**src/rtl/stepper_pkg.sv**
```systemverilog
// Shared constants for the stepper peripheral: register map, CTRL bits,
// coil phase table and sequencer state encoding.
package stepper_pkg;

    localparam logic [2:0] OFF_STEPS  = 3'd0;
    localparam logic [2:0] OFF_PERIOD = 3'd1;
    localparam logic [2:0] OFF_CTRL   = 3'd2;
    localparam logic [2:0] OFF_STATUS = 3'd3;
    localparam logic [2:0] OFF_POS    = 3'd4;

    localparam int CTRL_EN   = 0;
    localparam int CTRL_DIR  = 1;
    localparam int CTRL_HALF = 2;

    // Entry 0 is the rightmost element: 1000, 1100, 0100, 0110, 0010, 0011, 0001, 1001.
    localparam logic [7:0][3:0] PHASE_TABLE = {
        4'b1001, 4'b0001, 4'b0011, 4'b0010,
        4'b0110, 4'b0100, 4'b1100, 4'b1000
    };

    typedef enum logic {
        ST_IDLE = 1'b0,
        ST_RUN  = 1'b1
    } state_e;

endpackage

```
**src/rtl/stepper_phase_seq.sv**
```systemverilog
// Coil phase index with +/-1 (half) or +/-2 (full) mod-8 advance; exposes the
// pattern the coils will show after the current edge.
module stepper_phase_seq
    import stepper_pkg::*;
(
    input  logic       clock,
    input  logic       reset,
    input  logic       step_i,
    input  logic       dir_i,
    input  logic       half_i,
    output logic [3:0] phase_next_o
);

    logic [2:0] index_q;
    logic [2:0] index_d;
    logic [2:0] delta;

    // 3-bit arithmetic wraps mod 8; a full step of 2 keeps the index parity.
    always_comb begin
        delta   = half_i ? 3'd1 : 3'd2;
        index_d = index_q;
        if (step_i) begin
            index_d = dir_i ? (index_q + delta) : (index_q - delta);
        end
    end

    always_ff @(posedge clock) begin
        if (reset) begin
            index_q <= 3'd0;
        end else begin
            index_q <= index_d;
        end
    end

    assign phase_next_o = PHASE_TABLE[index_d];

endmodule

```
**src/rtl/stepper_io.sv**
```systemverilog
// Memory-mapped stepper driver: bus decode, config/status registers, step
// cadence timer, move counter, absolute position and the JA pin register.
module stepper_io
    import stepper_pkg::*;
#(
    parameter logic [11:0] BASE           = 12'hFF0,
    parameter logic [23:0] DEFAULT_PERIOD = 24'd100000
) (
    input  logic        clock,
    input  logic        reset,
    input  logic        wren,
    input  logic [11:0] addr,
    input  logic [31:0] wr_data,
    output logic [31:0] rd_data,
    output logic        rd_hit,
    output logic [5:0]  JA
);

    state_e      state_q, state_d;
    logic [23:0] tick_q, tick_d;
    logic [15:0] remaining_q, remaining_d;
    logic [31:0] pos_q, pos_d;
    logic [2:0]  ctrl_q, ctrl_d;
    logic [23:0] period_q, period_d;
    logic [31:0] rd_data_q, rd_data_d;
    logic        rd_hit_q;
    logic [5:0]  ja_q, ja_d;

    logic [11:0] offset;
    logic [2:0]  reg_sel;
    logic        in_range;
    logic        wr_steps, wr_period, wr_ctrl, wr_pos;
    logic [23:0] period_eff;
    logic        step_fire;
    logic [3:0]  phase_next;
    logic        unused_wr_bits;

    assign offset    = addr - BASE;
    assign reg_sel   = offset[2:0];
    assign in_range  = (offset < 12'd5);
    assign wr_steps  = wren && in_range && (reg_sel == OFF_STEPS);
    assign wr_period = wren && in_range && (reg_sel == OFF_PERIOD);
    assign wr_ctrl   = wren && in_range && (reg_sel == OFF_CTRL);
    assign wr_pos    = wren && in_range && (reg_sel == OFF_POS);

    assign unused_wr_bits = ^wr_data[31:24];

    assign period_eff = (period_q == 24'd0) ? 24'd1 : period_q;
    assign step_fire  = (state_q == ST_RUN) && ctrl_q[CTRL_EN] && (tick_q == 24'd0);

    stepper_phase_seq u_phase (
        .clock        (clock),
        .reset        (reset),
        .step_i       (step_fire),
        .dir_i        (ctrl_q[CTRL_DIR]),
        .half_i       (ctrl_q[CTRL_HALF]),
        .phase_next_o (phase_next)
    );

    // Bus writes are applied after the step update so a STEPS write overrides
    // the decrement and a POS write overrides the step increment.
    always_comb begin
        state_d     = state_q;
        tick_d      = tick_q;
        remaining_d = remaining_q;
        pos_d       = pos_q;
        ctrl_d      = ctrl_q;
        period_d    = period_q;

        if ((state_q == ST_RUN) && ctrl_q[CTRL_EN]) begin
            if (step_fire) begin
                tick_d      = period_eff - 24'd1;
                remaining_d = remaining_q - 16'd1;
                pos_d       = ctrl_q[CTRL_DIR] ? (pos_q + 32'd1) : (pos_q - 32'd1);
                if (remaining_q == 16'd1) begin
                    state_d = ST_IDLE;
                end
            end else begin
                tick_d = tick_q - 24'd1;
            end
        end

        if (wr_steps) begin
            remaining_d = wr_data[15:0];
            if (wr_data[15:0] == 16'd0) begin
                state_d = ST_IDLE;
            end else begin
                state_d = ST_RUN;
                if (state_q == ST_IDLE) begin
                    tick_d = period_eff - 24'd1;
                end
            end
        end
        if (wr_period) period_d = wr_data[23:0];
        if (wr_ctrl)   ctrl_d   = wr_data[2:0];
        if (wr_pos)    pos_d    = 32'd0;
    end

    always_comb begin
        rd_data_d = 32'd0;
        if (in_range) begin
            case (reg_sel)
                OFF_PERIOD: rd_data_d = {8'd0, period_q};
                OFF_CTRL:   rd_data_d = {29'd0, ctrl_q};
                OFF_STATUS: rd_data_d = {remaining_q, 15'd0, (state_q == ST_RUN)};
                OFF_POS:    rd_data_d = pos_q;
                default:    rd_data_d = 32'd0;
            endcase
        end
    end

    assign ja_d = ctrl_d[CTRL_EN] ? {2'b11, phase_next} : 6'd0;

    always_ff @(posedge clock) begin
        if (reset) begin
            state_q     <= ST_IDLE;
            tick_q      <= 24'd0;
            remaining_q <= 16'd0;
            pos_q       <= 32'd0;
            ctrl_q      <= 3'd0;
            period_q    <= DEFAULT_PERIOD;
            rd_data_q   <= 32'd0;
            rd_hit_q    <= 1'b0;
            ja_q        <= 6'd0;
        end else begin
            state_q     <= state_d;
            tick_q      <= tick_d;
            remaining_q <= remaining_d;
            pos_q       <= pos_d;
            ctrl_q      <= ctrl_d;
            period_q    <= period_d;
            rd_data_q   <= rd_data_d;
            rd_hit_q    <= in_range;
            ja_q        <= ja_d;
        end
    end

    assign rd_data = rd_data_q;
    assign rd_hit  = rd_hit_q;
    assign JA      = ja_q;

endmodule

```
**config.mk**
```make
export PLATFORM = sky130hd
export DESIGN_NAME = stepper_io
export DESIGN_NICKNAME = d
export VERILOG_FILES = /design/src/rtl/stepper_pkg.sv /design/src/rtl/stepper_phase_seq.sv /design/src/rtl/stepper_io.sv
export SDC_FILE = /design/constraint.sdc
export NUM_CORES = 1
export LEC_CHECK = 0
export ABC_CLOCK_PERIOD_IN_PS = 3700
export BUFFER_PORTS_ARGS = -buffer_cell sky130_fd_sc_hd__buf_4
export CAP_MARGIN = 20
export CORE_UTILIZATION = 55
export CTS_BUF_LIST = sky130_fd_sc_hd__clkbuf_2 sky130_fd_sc_hd__clkbuf_4 sky130_fd_sc_hd__clkbuf_8
export DETAILED_ROUTE_END_ITERATION = 6
export PLACE_DENSITY = 0.85
export SYNTH_ARGS = -nofsm -noshare
export SYNTH_HDL_FRONTEND = slang
export SYNTH_SLANG_ARGS = --single-unit
export TNS_END_PERCENT = 10
```
**constraint.sdc**
```tcl
create_clock -name clock -period 3.7 [get_ports clock]
set_clock_uncertainty 0.2 [all_clocks]
set_input_delay 0.37 -clock clock [delete_from_list [all_inputs] [get_ports clock]]
set_output_delay 0.37 -clock clock [all_outputs]
set_load 0.01 [all_outputs]
```
### Word level (Yosys, flattened, before mapping)

Memory sizes are Yosys's and may differ from the RTL's.
Index checks and enable logic that the tools add are counted.
Widths: inputs -> output; s select.

* bitwise gates (word level): 2
* reduce and logical (&&, ||, !) cells: 20
* add/subtract/negate cells: 8
* order comparisons: 2
* equal/unequal tests: 5
* muxes and demuxes: 22

Operator list (number)
* $mux 24: 6
* $pmux 32 s4: 1
* $logic_not 24->1: 2
* $mux 16: 3
* $sub 24x1->24 const B: 2
* $add 32x1->32 const B: 1
* $mux 32: 1
* $sub 32x1->32 const B: 1
* $eq 16x1->1 const B: 1
* $logic_not 16->1: 1
* $sub 16x1->16 const B: 1
* $lt 12x3->1 const B: 1
* $sub 12x12->12 const B: 1
* $logic_and 1x1->1: 7
* $eq 3x2->1 const B: 2
* $mux 1: 6
* $mux 3: 2
* $mux 6: 1
* $reduce_bool 2->1: 3
* $reduce_or 2->1: 3
* $lt 3x4->1 const B: 1
* $mux 4: 1
* $reduce_and 2->1: 2
* $add 3x3->3: 1
* other kinds (7): 8

* flip-flop bits (word level): 142
* memory bits (read-only): 32
* output and inout port bits: 39
* word-level logic and storage cells: 72
* input bits: 47
* memories: 1

Memory list
* (no name shown): depth 8, bits a word 4, rd ports 1, clocked after Yosys merged registers in 0, wr ports 0, RTL line stepper_phase_seq.sv:35 `assign phase_next_o = PHASE_TABLE[index_d];`

### Longest topological paths before layout

* word-level depth: 8
* depth in mapped cells: 18
* mapped depth without buffers: 16

### Hierarchy

A second synthesis with hierarchy kept.

* cell total of the unflattened synthesis: 1019
* area, all modules: 8056.5 µm²

Modules (own cells, without submodules)
* stepper_io: cells each 981, area each 7759.9 µm², times used 1, seq. area each 2742.6 µm²
* stepper_phase_seq: cells each 38, area each 296.5 µm², times used 1, seq. area each 60.1 µm²

### Least setup slack after synthesis

OpenSTA, ideal clock, no wires.

* path type: reg-to-reg
* from: register ctrl_q[1]
* to: register pos_q[31]
* path slack: 0.081 ns
* setup time: 0.070 ns
* path buffers: 1
* period minus slack after synthesis: 3.619 ns
* cell stages (with the launch flop): 13
* data required time: 3.430 ns
* data arrival time: 3.349 ns
* cells stage by stage: dfxtp_1 > clkbuf_1 > inv_1 > ha_1 > o21ai_0 > nor4b_1 > o211ai_1 > a21boi_1 > a21o_1 > nand3_1 > and3_1 > or4_1 > a21oi_1

* cells in the longest elaborated chain, start to end: 1

Ends and longest elaborated chain
* from (decl): RTL line stepper_io.sv:23 `logic [2:0] ctrl_q, ctrl_d;`
* from (signal assigned): RTL line stepper_io.sv:130 `ctrl_q <= ctrl_d;`
* $mux 32: RTL line stepper_io.sv:74 `pos_d = ctrl_q[CTRL_DIR] ? (pos_q + 32'd1) : (pos_q - 32'd1);`
* to (signal assigned): RTL line stepper_io.sv:129 `pos_q <= pos_d;`
* to (decl): RTL line stepper_io.sv:22 `logic [31:0] pos_q, pos_d;`

Every way passes these cells.
A chain may end at the register's enable or synchronous reset.

### Worst setup path after layout

* from: register period_q[13]
* to: register tick_q[20]

* cells in the longest elaborated chain, start to end: 8

Ends and longest elaborated chain
* from (decl): RTL line stepper_io.sv:24 `logic [23:0] period_q, period_d;`
* from (signal assigned): RTL line stepper_io.sv:131 `period_q <= period_d;`
* $logic_not 24->1: RTL line stepper_io.sv:48 `assign period_eff = (period_q == 24'd0) ? 24'd1 : period_q;`
* $mux 24 (*): RTL line stepper_io.sv:48
* $sub 24x1->24 (*): RTL line stepper_io.sv:72, stepper_io.sv:90
* $mux 24: RTL line stepper_io.sv:71 `if (step_fire) begin`
* $mux 24: RTL line stepper_io.sv:70 `if ((state_q == ST_RUN) && ctrl_q[CTRL_EN]) begin`
* $mux 24: RTL line stepper_io.sv:89 `if (state_q == ST_IDLE) begin`
* $mux 24: RTL line stepper_io.sv:85 `if (wr_data[15:0] == 16'd0) begin`
* $mux 24 (*): RTL line stepper_io.sv:83 `if (wr_steps) begin`
* to (signal assigned): RTL line stepper_io.sv:127 `tick_q <= tick_d;`
* to (decl): RTL line stepper_io.sv:20 `logic [23:0] tick_q, tick_d;`

Mark *: on every way between the ends. The rest lies on a longest branch, timed or not.

==> impl_metrics.json <==
{
  "hold_path_depth": 4,
  "p_sw_uw": 664.6,
  "start_kind": "register",
  "finalHoldViolations": 0,
  "power_leakage_nw": 3.767,
  "dieArea_mm2": 0.01457,
  "antenna_found_initial": 0,
  "drc_errors": 0,
  "drive_above_1_share_pct": 15.36,
  "first_pass_iters": 6,
  "h-tree-depth": 4,
  "syn_inst": 972,
  "synth-seq-cells": 140,
  "path_delay_family": "simple AND/OR/NAND/NOR gates",
  "diodes": 0,
  "hpwl_um": 15320,
  "die_h_um": 120.7,
  "vdd_drop_max_v": 0.0002524,
  "hold_path_end": "remaining_q[1]$_SDFFE_PP0P_",
  "crit_slowest_cell": "or4_4",
  "hold_class": "in -> reg",
  "seqPwrFrac_pct": 50.1,
  "grt_pass1_vias": 7165,
  "setup_viol_count_final": 0,
  "holdCritStartpoint": "addr[0]",
  "area.growth.synth_to_final_pct": 19.53,
  "synthDominantCellAreaShare_pct": 36.16,
  "numCtsBuffers": 17,
  "placement_rows": 43,
  "cts_tree": "yes",
  "rsz0062_at_grt": "false",
  "syn_area_mm2": 0.007751,
  "cp.depth": 15,
  "worstReg2RegEnd": "tick_q[20]$_SDFF_PP0_",
  "grt_max_degree": 74,
  "syn-num-nets": 1056,
  "crit_chain": "or4_4 > or3_4 > or4_4 > nor2_2 > nand2_1 > nor3_2 > a21oi_1 > ha_1 > nand2b_1 > or3_4 > nor2_1 > nand2_1 > xnor2_1 > o22ai_1 > a31oi_1",
  "setup.worst_path.class": "reg -> reg",
  "post-route-period-util_pct": 96.15,
  "slowest_delay_ns": 0.54,
  "vias": 7735,
  "initial_utilization_pct": 56.06,
  "async_reset_ff_share_pct": 0,
  "antenna_left": 0,
  "clk_latency_ns": 0.47,
  "r2r_setup_slack_ns": 0.14,
  "viasPerCell": 6.134,
  "hold_slack_ns": 0.08459,
  "synth-edff-count": 0,
  "die_w_um": 120.7,
  "final_nets": 1153,
  "coreArea_mm2": 0.01383,
  "max_slew_margin_pct": 38.26,
  "synth-seq-area-share_pct": 36.16,
  "design_area_mm2": 0.009265,
  "yosys.area.top_type": "dfxtp_1",
  "reg2reg_from": "period_q[13]$_SDFFE_PP0P_",
  "clock_sinks": 140,
  "io-pin-count": 86,
  "reg2reg_depth": 15,
  "grt_use_total_pct": 32.26,
  "slew_violations": 0,
  "wl_per_cell_um": 17.97,
  "synth_ff_type": "dfxtp_1",
  "worst_pin_slew_ns": 0.9227,
  "status": "completed",
  "syn-mean-instance-area_um2": 7.974,
  "io_buffers": 77,
  "crit_fanout": 5,
  "fin_crit_ns": 3.557,
  "cellPowerDensity_mw_per_mm2": 324.5,
  "worstPathRequired_ns": 3.90,
  "finalSetupTns_ns": 0,
  "synthTopCellsByArea": "dfxtp_1, nand2_1, ha_1",
  "placed_cell_area_mm2": 0.008559,
  "dr.first_iter.drc_count": 825,
  "cts_root_buf": "clkbuf_8",
  "grt_pass1_wl_um": 36290,
  "yosys.cell_types.count": 61,
  "p_sw_share_pct": 22.10,
  "endpoint_kind": "register",
  "gp_congestion": 0.9198,
  "yosysWarnings": 0,
  "grt_overflow": 0,
  "crit_buf_inv": 0,
  "clock_power_share_pct": 45.8,
  "p_comb_share_pct": 4.1,
  "cts_max_path_buffers": 2,
  "clk_pin_slew_ns": 0.08,
  "drt_wl_total_um": 22660,
  "p_int_mw": 2.342,
  "max_freq_ghz": 0.2811,
  "cp.arrival_ns": 3.76,
  "total_power_mw": 3.006,
  "cap_viol_max_count": 0
}
logic make-up (layout without fill, tap and decap cells):
logic type	Yosys count	after routing	synth area share [%]
AO/OA/AOI/OAI	233	233	19.21
XOR/XNOR	77	77	8.700
adder cells (fa/ha/maj)	37	37	6.166
buffers and inverters	69	178	3.438
flip-flops	140	140	36.16
multiplexers	14	14	1.937
AND/OR/NAND/NOR	402	402	24.39
cell type report:
type	count	area, um2
Clock buffer	21	276.5
Clock inverter	10	165.2
Fill cell	1081	4562
Inverter	21	78.83
Multi-Input combinational cell	763	4711
Sequential cell	140	2803
Tap cell	180	225.2
Timing Repair Buffer	126	1006
registers in the layout (all words and copies together), names as in the netlist:
| name | count |
|---|---|
| rd_hit | 1 |
| state_q | 1 |
| remaining_q | 16 |
| rd_data | 32 |
| JA | 5 |
| u_phase.index_q | 3 |
| ctrl_q | 2 |
| tick_q | 24 |
| pos_q | 32 |
| period_q | 24 |
placed cells by master (no fill, tap or decap), types with 31 or more instances in the layout:
master    count
nor2_1      112
o21ai_0      33
ha_1         35
a211oi_1     31
buf_4       102
dfxtp_1     140
nand2_1     147
xor2_1       35
a22oi_1      32
a21oi_1      83
xnor2_1      42
routing by layer:
metal	GRT usage, %	part of all wire [%]	up-vias
met4	20.99	6.4	0
met3	7.123	8.8	116
li1	-	-	3633
met5	0	0	-
met1	40.66	41	3570
met2	49.60	44	416
power by group through the flow:
stage          combinational, mW  clock [mW]  sequential [mW]
5_1_grt                    0.129        1.45             1.51
4_1_cts                    0.117        1.38             1.51
3_3_place_gp              0.0952           0             1.54
6_report                   0.123        1.38             1.51
2_1_floorplan             0.0393           0             1.54
3_5_place_dp              0.0955           0             1.54
worst register-to-register path, cell delays in order, from the launching register on:
cell	delay (ns)
dfxtp_1	0.32
or4_4	0.54
or3_4	0.35
or4_4	0.47
nor2_2	0.13
nand2_1	0.08
nor3_2	0.14
a21oi_1	0.13
ha_1	0.23
nand2b_1	0.10
or3_4	0.15
nor2_1	0.08
nand2_1	0.09
xnor2_1	0.16
o22ai_1	0.10
a31oi_1	0.21
repair_timing:
action | in CTS | in global routing
resized for setup | 0 | 5
endpoints found under the setup margin | 0 | 11
buffers inserted | 0 | 0
hold buffers | 24 | 0
endpoints found under the hold margin | 26 | 0
worst max path at each step:
stage,endpoint,start,slack [ns]
after floorplan,pos_q[31]$_SDFFE_PP0P_,ctrl_q[1]$_SDFFE_PP0P_,0.08
after global placement,tick_q[20]$_SDFF_PP0_,period_q[13]$_SDFFE_PP0P_,0.21
after detailed placement,tick_q[20]$_SDFF_PP0_,period_q[13]$_SDFFE_PP0P_,0.12
after CTS,tick_q[20]$_SDFF_PP0_,period_q[13]$_SDFFE_PP0P_,0.07
after global routing,tick_q[20]$_SDFF_PP0_,period_q[13]$_SDFFE_PP0P_,0.03
final,tick_q[20]$_SDFF_PP0_,period_q[13]$_SDFFE_PP0P_,0.14
through the flow:
step | std cells | worst slack (ns) | utilization, %
6_report | 1261 | 0.1426 | 67.01
5_1_grt | 1261 | 0.02619 | 67.01
4_1_cts | 1261 | 0.07268 | 66.84
3_5_place_dp | 1206 | 0.1206 | 61.90
3_3_place_gp | 1206 | 0.2117 | 61.90
2_1_floorplan | 972 | 0.08065 | -
synth_stat cells (all sizes together) (9+ instances only):
master,n
a211oi,32
a21o,17
a21oi,84
a22oi,32
clkbuf,41
dfxtp,140
ha,35
inv,21
nand2,148
nand2b,9
nand3,18
nand3b,12
nand4,10
nor2,114
nor3,27
nor4,20
o21ai,35
or3,9
xnor2,42
xor2,35
Note: power is estimated with default switching activity, not from simulation.
